===== src/rtl/word_byte_serializer.sv =====
// word_byte_serializer
//
// Takes one 32-bit word per valid/ready handshake and sends its bytes
// downstream, one byte per cycle, on a valid/ready byte stream. Each word
// carries its own byte count (1..4). The final byte of a word is flagged
// with out_last. When the last byte is taken, the next word can be loaded
// in the same cycle, so words stream back to back with no idle cycle.
//
// Parameters
//   MSB_FIRST : 1 = send bits [31:24] first; 0 = send bits [7:0] first
//   CNT_W     : width of the running count of bytes sent
//
// Ports
//   clk       : system clock, rising edge
//   reset     : synchronous, active-high
//   in_valid  : upstream word present
//   in_ready  : block can take a word this cycle
//   in_data   : word to serialize
//   in_len    : bytes to send, 1..4 (0 and 5..7 mean 4)
//   out_valid : out_byte is valid
//   out_ready : downstream takes out_byte this cycle
//   out_byte  : current byte (0 when out_valid is low)
//   out_last  : current byte is the final byte of its word
//   busy      : a word is being sent
//   byte_cnt  : bytes taken downstream since reset, wraps around
module word_byte_serializer #(
    parameter int MSB_FIRST = 1,
    parameter int CNT_W     = 16
) (
    input  logic             clk,
    input  logic             reset,
    input  logic             in_valid,
    output logic             in_ready,
    input  logic [31:0]      in_data,
    input  logic [2:0]       in_len,
    output logic             out_valid,
    input  logic             out_ready,
    output logic [7:0]       out_byte,
    output logic             out_last,
    output logic             busy,
    output logic [CNT_W-1:0] byte_cnt
);

    typedef enum logic {
        IDLE = 1'b0,
        SEND = 1'b1
    } state_t;

    state_t            state, state_d;
    logic [31:0]       word_q, word_d;
    logic [2:0]        len_q, len_d;
    logic [1:0]        idx_q, idx_d;
    logic [CNT_W-1:0]  byte_cnt_q;

    logic accept;
    logic xfer;

    // Map the raw length field onto 1..4; anything outside 1..4 means a
    // full word.
    function automatic logic [2:0] norm_len(input logic [2:0] len);
        logic [2:0] r;
        if (len >= 3'd1 && len <= 3'd4) begin
            r = len;
        end else begin
            r = 3'd4;
        end
        return r;
    endfunction

    // Byte k of the word in send order. For MSB-first order, send index k
    // lives in byte lane 3-k, which is simply the bitwise inverse of k.
    function automatic logic [7:0] pick_byte(input logic [31:0] w,
                                             input logic [1:0]  k);
        logic [1:0] lane;
        logic [7:0] b;
        lane = (MSB_FIRST != 0) ? ~k : k;
        case (lane)
            2'd0:    b = w[7:0];
            2'd1:    b = w[15:8];
            2'd2:    b = w[23:16];
            default: b = w[31:24];
        endcase
        return b;
    endfunction

    assign out_valid = (state == SEND);
    assign busy      = (state == SEND);
    assign out_byte  = out_valid ? pick_byte(word_q, idx_q) : 8'h00;
    assign out_last  = out_valid && ({1'b0, idx_q} == (len_q - 3'd1));

    // A new word can be taken while idle, or in the same cycle the last
    // byte of the current word leaves; this is what removes the bubble.
    assign in_ready  = (state == IDLE) || (out_valid && out_ready && out_last);

    assign accept    = in_valid && in_ready;
    assign xfer      = out_valid && out_ready;
    assign byte_cnt  = byte_cnt_q;

    always_comb begin
        state_d = state;
        word_d  = word_q;
        len_d   = len_q;
        idx_d   = idx_q;

        case (state)
            IDLE: begin
                if (accept) begin
                    word_d  = in_data;
                    len_d   = norm_len(in_len);
                    idx_d   = 2'd0;
                    state_d = SEND;
                end
            end
            SEND: begin
                if (xfer) begin
                    if (!out_last) begin
                        idx_d = idx_q + 2'd1;
                    end else if (accept) begin
                        word_d  = in_data;
                        len_d   = norm_len(in_len);
                        idx_d   = 2'd0;
                        state_d = SEND;
                    end else begin
                        idx_d   = 2'd0;
                        state_d = IDLE;
                    end
                end
            end
            default: begin
                state_d = IDLE;
            end
        endcase
    end

    always_ff @(posedge clk) begin
        if (reset) begin
            state      <= IDLE;
            word_q     <= 32'h0;
            len_q      <= 3'd0;
            idx_q      <= 2'd0;
            byte_cnt_q <= '0;
        end else begin
            state  <= state_d;
            word_q <= word_d;
            len_q  <= len_d;
            idx_q  <= idx_d;
            if (xfer) begin
                byte_cnt_q <= byte_cnt_q + 1'b1;
            end
        end
    end

endmodule


===== config.mk =====
export PLATFORM = sky130hd
export DESIGN_NAME = word_byte_serializer
export DESIGN_NICKNAME = d
export VERILOG_FILES = /design/src/rtl/word_byte_serializer.sv
export SDC_FILE = /design/constraint.sdc
export NUM_CORES = 1
export LEC_CHECK = 0
export CORE_AREA = 10 10 83 85
export CTS_CLUSTER_DIAMETER = 60
export CTS_CLUSTER_SIZE = 28
export DETAILED_ROUTE_END_ITERATION = 7
export DIE_AREA = 0 0 93 95
export PLACE_DENSITY_LB_ADDON = 0.1
export SYNTH_ARGS = -nofsm -noshare
export SYNTH_HDL_FRONTEND = slang
export SYNTH_SLANG_ARGS = --single-unit
export TNS_END_PERCENT = 10

===== constraint.sdc =====
create_clock -name clk -period 1.83 [get_ports clk]
set_input_delay 0.366 -clock clk [delete_from_list [all_inputs] [get_ports clk]]
set_output_delay 0.366 -clock clk [all_outputs]
set_load 0.01 [all_outputs]

Yosys cells after proc, flatten, opt, wreduce, memory -nomap -nowiden
Cells that the tools add are included.
Widths: inputs -> output; s select.
{"block": "op_classes", "bitwise": 2, "n_addsub": 3, "reduce_logical": 9, "n_eq_ne": 6, "n_mux": 19, "n_lt_le_gt_ge": 2}
{"op": "$mux 32", "n": 3}
{"op": "$pmux 32 s2", "n": 1}
{"op": "$pmux 8 s3", "n": 1}
{"op": "$add 16x1->16 const B", "n": 1}
{"op": "$mux 3", "n": 4}
{"op": "$mux 8", "n": 1}
{"op": "$mux 2", "n": 3}
{"op": "$pmux 3 s2", "n": 1}
{"op": "$logic_and 1x1->1", "n": 5}
{"op": "$ne 2x2->1 const B", "n": 2}
{"op": "$pmux 2 s2", "n": 1}
{"op": "$reduce_and 2->1", "n": 2}
{"op": "$eq 2x3->1", "n": 1}
{"op": "$ge 3x1->1 const B", "n": 1}
{"op": "$le 3x3->1 const B", "n": 1}
{"op": "$mux 1", "n": 3}
{"op": "$sub 3x1->3 const B", "n": 1}
{"op": "$add 2x1->2 const B", "n": 1}
{"op": "$eq 2x1->1 const B", "n": 1}
{"op": "$eq 2x2->1 const B", "n": 1}
{"op": "$logic_not 2->1", "n": 1}
{"op": "$ne 2x1->1 const B", "n": 1}
{"op": "$not 2->2", "n": 1}
{"op": "$pmux 1 s2", "n": 1}
{"op": "other kinds (2)", "n": 2}
{"block": "word_totals", "in_bits": 39, "regBits": 54, "output_inout_bits": 28, "wordCells": 46}

Logic depth before layout (Yosys ltp)
Gate-level depths: netlist of run 1.
{"block": "depth", "depth_word": 10, "mapped_depth": 8, "ltp_nobuf": 6}

Worst setup path after synthesis of run 1
OpenSTA, ideal clock, no wires.
{"block": "synth_path", "path_kind": "reg-to-output", "start": "register len_q[0]", "end": "output port in_ready", "required_ps": 1464, "path_stages_with_launch": 6, "arrival_time_ps": 1402, "path_slack_ps": 62, "path_cell_list": "dfxtp_1 -> inv_1 -> ha_1 -> xor2_1 -> nand3_1 -> o21ai_0"}
{"block": "synth_between", "elab_chain_cells": 5}
{"element": "start, declared", "line_no": "51", "rtl": "logic [2:0] len_q, len_d;"}
{"element": "start signal, assigned", "line_no": "145", "rtl": "len_q <= len_d;"}
{"element": "$sub 3x1->3", "line_no": "89", "rtl": "assign out_last = out_valid && ({1'b0, idx_q} == (len_q - 3'd1));"}
{"element": "$eq 2x3->1", "line_no": "89"}
{"element": "$logic_and 1x1->1", "line_no": "89"}
{"element": "$logic_and 1x1->1", "line_no": "93", "rtl": "assign in_ready = (state == IDLE) || (out_valid && out_ready && out_last);"}
{"element": "$logic_or 1x1->1", "line_no": "93"}
{"element": "end, declared", "line_no": "33", "rtl": "output logic in_ready,"}
No other way between the ends.

Worst setup path in the final report of run 1
{"block": "layout_path", "start": "register idx_q[1]", "end": "output port out_byte[1]"}
{"block": "layout_between", "elab_chain_cells": 4, "word_cells_on_any_way": 6, "cone_classes": "eq/ne (2); mux (2); bitwise (1); reduce/logical (1)"}
{"element": "start, declared", "line_no": "52", "rtl": "logic [1:0] idx_q, idx_d;"}
{"element": "start signal, assigned", "line_no": "146", "rtl": "idx_q <= idx_d;"}
{"element": "$not 2->2 *", "line_no": "76", "rtl": "lane = (MSB_FIRST != 0) ? ~k : k;"}
{"element": "$eq 2x2->1, or another cell as far along", "line_no": "77", "rtl": "case (lane)"}
{"element": "$pmux 8 s3 *", "line_no": "77"}
{"element": "$mux 8 *", "line_no": "88", "rtl": "assign out_byte = out_valid ? pick_byte(word_q, idx_q) : 8'h00;"}
{"element": "end, declared", "line_no": "38", "rtl": "output logic [7:0] out_byte,"}
Every way passes the cells marked *; elsewhere a longest branch is shown, timed or not.

==> metrics.txt, run 1 <==
TritonCTS buffer count 5; Largest stage delay, worst path 350 ps; Setup Crit Path Kind reg2out; die area 8840 sq um; H-tree depth 2; hpwl dp 5010 microns; Worst EP required 1460 ps; most common cell after layout, fill and taps aside nand2_1; Max Cap Viol 0; via density per instance 5.09; clk_lat worst skew 300 ps; Boundary Pins 67; final WL 6810 microns; P per Cell Area 662 nW/um^2; wl on met1 2800 microns; utilization after layout 64.6%; worst-path maximum fanout 8; worst setup margin -226 ps; CTS Buffer Depth 2; number of setup violations in the final report 10; uppermost routed layer met4; Startpoint Class flop; crit path time final 2060 ps; num rows 27; status complete, but fails checks; most frequent cells in the layout 75 x nand2_1, 55 x clkdlybuf4s50_1, 51 x a21oi_1; Synth cell types 33; Syn Inst Count 307; metal2 WL 3520 microns; FMAX 486 MHz; Area Overhead vs Synth 42.3%; Yosys reg bits 54; wire per inst 14.8 microns; CP arrival 1690 ps; XOR/XNOR share of the synthesized area 4.70%; share of cells above drive strength 1 17.5%; Synth Area per Inst 7.89 sq um; mux contribution to synthesized area 0%; fin cells 460; Die Span Y 95 microns; area share of and/or/nand/nor cells after synthesis 25.1%; grt ovf 0; crit path cell chain buf_6, ha_4, a222oi_1, nor2_1, a21oi_1, nor2_1, buf_2; I/O Buffers 66; Synth Area in Compound Gates 16.3%; final-report hold violation count 0; Total Neg Setup Slack -1720 ps; Starting Density 45.4%; Static Leak 1.29 nW; Post-Synthesis Cell Area 2420 sq um; core region area 5340 sq um; Post-layout nets 432; # diodes 0; skew final 4.51 ps; Tot GR Track Use 15.5%; first-pass GRT wire length 11200 microns; pin count of the biggest net entering global routing 36; DR DRC count 0; Critical Path End Type output port; metal3 WL 403 microns; vias 2340; failing checks negative setup slack; First-pass DRT Iterations 4; CTS tree built; # placed instances 449; vias in the first global route 2429; Worst-path clk slew 100 ps; max-slew violations 0; clk sinks 54; Worst Tran Pin Value 459 ps; Bufs and invs on worst path 2; Routability Congestion 0.780; Crit-path slowest cell dfxtp_2; hold_ws 459 ps; most used cell along the critical path nor2_1; largest family of logic cells by synthesized area simple AND/OR/NAND/NOR gates; synth warn 0; peak supply drop 356 uV; Final ANT Viol Nets 0; Reg2Reg Setup Slack 130 ps; syn_nets 352; Top delay family on crit path compound AO/OA/AOI/OAI gates; period utilization 112%; Hold Path Class reg2reg; Max-slew headroom 69.4%; Iter 0 DRT Violations 147; register area share after synthesis 44.6%; pre-CTS setup slack -345 ps; RSZ-0062 raised after global routing true; root buf cell clkbuf_8; Die X 93 microns; initial antenna violation count 0; post-synthesis adder-cell area fraction 3.10%
## final cells by class
type | count | area [sq um]
Inverter | 7 | 26.3
Fill cell | 503 | 1890
Clock buffer | 6 | 72.6
Multi-Input combinational cell | 223 | 1270
Sequential cell | 54 | 1090
Tap cell | 72 | 90.1
Clock inverter | 2 | 17.5
Timing Repair Buffer | 96 | 885
## report_power, final
group          switching [W]  leakage (nW)  internal (W)  total (W)
Sequential         0.0000343         0.443       0.00122    0.00126
Clock               0.000397        0.0458      0.000278   0.000675
Combinational       0.000162         0.805      0.000185   0.000348
Total               0.000593          1.29       0.00169    0.00228
## worst paths after layout
path / start / end / cells after the start
setup / recovery: idx_q[1] / out_byte[1] / 7
hold / removal: word_q[29] / word_q[29] / 2
setup reg to reg: len_q[1] / len_q[1] / 8
hold reg to reg: word_q[29] / word_q[29] / 2
## metal layers
| layer | GRT usage [%] | vias up |
|---|---|---|
| li1 | - | 1192 |
| met1 | 16.0 | 1086 |
| met5 | 0 | - |
| met2 | 29.3 | 54 |
| met4 | 4.24 | 0 |
| met3 | 4.84 | 8 |
## sequential cells by signal, indices dropped and copies added, names as in the netlist
register and flops:
byte_cnt 16, busy 1, idx_q 2, len_q 3, word_q 32
## through the flow
stage | instance area (sq um) | power [W]
5_1_grt | 3450 | 0.00238
4_1_cts | 3430 | 0.00230
2_1_floorplan | 2420 | 0.00143
3_3_place_gp | 3300 | 0.00162
3_5_place_dp | 3300 | 0.00162
6_report | 3450 | 0.00228
## logic make-up after synthesis
logic type      count (synthesis)
fa+ha+maj                       6
compound gates                 67
flops                          54
simple gates                  137
buf+inv                        30
xor+xnor                       13
## tightest hold or removal path, delay by kind of cell (launching register included)
kind            cells  cell delay, ps
flops               1             320
compound gates      1              50
simple gates        1              50
## cells in the mapped netlist
library cell	number	area, sq um
nor3_1	4	20.0
a41oi_2	1	16.3
dfxtp_1	54	1080
clkinv_1	1	3.75
nand4_4	1	21.3
xnor2_1	4	35.0
clkbuf_1	13	48.8
nor2b_1	1	6.26
a41o_1	1	10.0
o31ai_1	1	7.51
clkbuf_2	1	5.00
buf_6	1	11.3
nand4_1	4	25.0
clkbuf_8	2	27.5
a222oi_1	8	80.1
or3_1	4	25.0
nand3_1	8	40.0
buf_1	1	3.75
xor2_1	9	78.8
and2_1	3	18.8
or2_1	1	6.26
inv_1	6	22.5
or4_1	1	7.51
nor2_1	29	109
nand3b_1	2	15.0
ha_1	6	75.1
buf_2	4	20.0
nand2_2	1	6.26
a21oi_1	51	255
and4_1	3	26.3
buf_4	1	7.51
o21ai_0	5	25.0
nand2_1	75	282
## repair_timing
| action | CTS | global route |
|---|---|---|
| hold buffers | 0 | 0 |
| setup buffers | 3 | 0 |
| gates resized for setup | 60 | 3 |
| pin swaps | 12 | 3 |
| setup endpoints to repair | 10 | 10 |
No activity file was read; power rests on OpenSTA's default activity.
==> run 2, diff against run 1 <==
--- a/config.mk
+++ b/config.mk
@@ -11,6 +11,7 @@
 export DETAILED_ROUTE_END_ITERATION = 7
 export DIE_AREA = 0 0 93 95
 export PLACE_DENSITY_LB_ADDON = 0.1
+export SKIP_LAST_GASP = 1
 export SYNTH_ARGS = -nofsm -noshare
 export SYNTH_HDL_FRONTEND = slang
 export SYNTH_SLANG_ARGS = --single-unit
==> run 2 against run 1 <==
Net effect:
- the flow still finishes with violations (negative setup slack)
- utilization is 0.45 points lower
- die area unchanged
- count of clock-buffer cells in the layout is the same
- critical path depth did not move
- sequential cell count unchanged
- critical endpoint unchanged
- register-to-register slack improved by 50 ps
- power shrank 0.33%
- final area is 0.69% lower
- worst hold slack better by 1.6 ps
- combinational power down 2%
- non-clock buffer count is the same
==> metrics.txt, run 2 (synthesis gave the netlist of run 1 again) <==
Largest stage delay, worst path 340 ps (was 350 ps); pre-CTS setup slack -345 ps (unchanged); Routability Congestion 0.780 (unchanged); via density per instance 5.09 (about the same); Die Span Y 95 microns (unchanged); FMAX 484 MHz (was 486 MHz); Iter 0 DRT Violations 132 (was 147); peak supply drop 356 uV (about the same); Startpoint Class flop (unchanged); root buf cell clkbuf_8 (unchanged); total power 0.00227 W (was 0.00228 W); Biggest register word_q (unchanged); Worst Tran Pin Value 459 ps (about the same); clk sinks 54 (unchanged); vias 2341 (was 2340); Worst EP required 1460 ps (about the same); pin count of the biggest net entering global routing 36 (unchanged); Total Neg Setup Slack -1920 ps (was -1720 ps); first-pass GRT wire length 11100 microns (was 11200 microns); H-tree depth 2 (unchanged); Final ANT Viol Nets 0 (unchanged); core region area 5340 sq um (unchanged); P per Cell Area 664 nW/um^2 (was 662 nW/um^2); I/O Buffers 66 (unchanged); First-pass DRT Iterations 5 (was 4); final-report hold violation count 0 (unchanged); worst setup margin -234 ps (was -226 ps); # diodes 0 (unchanged); Die X 93 microns (unchanged); die area 8840 sq um (unchanged); period utilization 113% (was 112%); CTS Buffer Depth 2 (unchanged); Setup Crit Path Kind reg2out (unchanged); Post-layout nets 432 (unchanged); max-slew violations 0 (unchanged); Crit-path slowest cell dfxtp_2 (unchanged); Static Leak 1.29 nW (about the same); CP arrival 1700 ps (was 1690 ps); RSZ-0062 raised after global routing true (unchanged); skew final 4.80 ps (was 4.51 ps); worst-path maximum fanout 8 (unchanged); vias in the first global route 2425 (was 2429); clk_lat worst skew 310 ps (was 300 ps); TritonCTS buffer count 5 (unchanged); hpwl dp 5010 microns (unchanged); max reg flops 32 (unchanged); most common cell after layout, fill and taps aside nand2_1 (unchanged); final WL 6670 microns (was 6810 microns); cts hold-fix bufs 0 (unchanged); crit path time final 2060 ps (about the same); wire per inst 14.5 microns (was 14.8 microns); fin cells 460 (unchanged); Critical Path End Type output port (unchanged); Max-slew headroom 69.4% (about the same); Tot GR Track Use 15.4% (was 15.5%); CTS tree built (unchanged); crit path cell chain buf_4, ha_4, a222oi_1, nor2_1, a21oi_1, nor2_1, buf_2 (was buf_6, ha_4, a222oi_1, nor2_1, a21oi_1, nor2_1, buf_2); most frequent cells in the layout 75 x nand2_1, 55 x clkdlybuf4s50_1, 51 x a21oi_1 (unchanged); num rows 27 (unchanged); hold_ws 461 ps (was 459 ps); Area Overhead vs Synth 41.3% (was 42.3%); most used cell along the critical path nor2_1 (unchanged); share of cells above drive strength 1 16.2% (was 17.5%); Hold Path Class reg2reg (unchanged); failing checks negative setup slack (unchanged); Worst-path clk slew 90 ps (was 100 ps); number of setup violations in the final report 10 (unchanged); Max Cap Viol 0 (unchanged); # placed instances 449 (unchanged); Starting Density 45.4% (unchanged); Boundary Pins 67 (unchanged); DR DRC count 0 (unchanged); initial antenna violation count 0 (unchanged); status complete, but fails checks (unchanged); grt ovf 0 (unchanged)
[run 2: area by class of cell]
class	instances	area (sq um)
multi-input combinational	223	1250
clock buffer	6	72.6
tap	72	90.1
inverter	7	26.3
fill	499	1910
clock inverter	2	17.5
timing repair buffer	96	881
sequential	54	1090
[run 2: where the power goes]
group / switching, W / internal (W)
Sequential: 0.0000340 / 0.00122
Combinational: 0.000157 / 0.000183
Clock: 0.000397 / 0.000278
[run 2: critical path: cells and delay by family (launching register included)]
family                     cells  cell delay, ps
AOI/OAI and AO/OA              2             460
and+or+nand+nor                2             120
adders and majority gates      1             180
buffers and inverters          2             300
DFF                            1             340
[run 2: what timing repair did]
action,CTS,global route
resized for setup,57,0
pin swaps,12,0
setup buffers,3,0
hold endpoints to repair,0,0
endpoints found under the setup margin,10,10
[run 2: path summary, 6_finish.rpt]
kind	from	cells past startpoint	slack, ps	endpoint
setup / recovery	idx_q[1]	7	-230	out_byte[1]
hold reg to reg	word_q[29]	2	460	word_q[29]
hold / removal	word_q[29]	2	460	word_q[29]
setup reg to reg	len_q[1]	8	180	len_q[1]
[run 2: metal layers]
metal / GRT usage (%) / part of all wire [%] / vias to the layer above
li1: - / - / 1196
met1: 16.0 / 42 / 1087
met2: 29.1 / 51 / 50
met3: 4.84 / 6.0 / 8
met4: 4.24 / 1.2 / 0
met5: 0 / 0 / -
[run 2: metrics by stage]
stage	util, %	instance area, sq um
floorplan	-	2420
detailed placement	61.8	3300
global route	64.1	3420
finish	64.1	3420
CTS	64.1	3420
global placement	61.8	3300
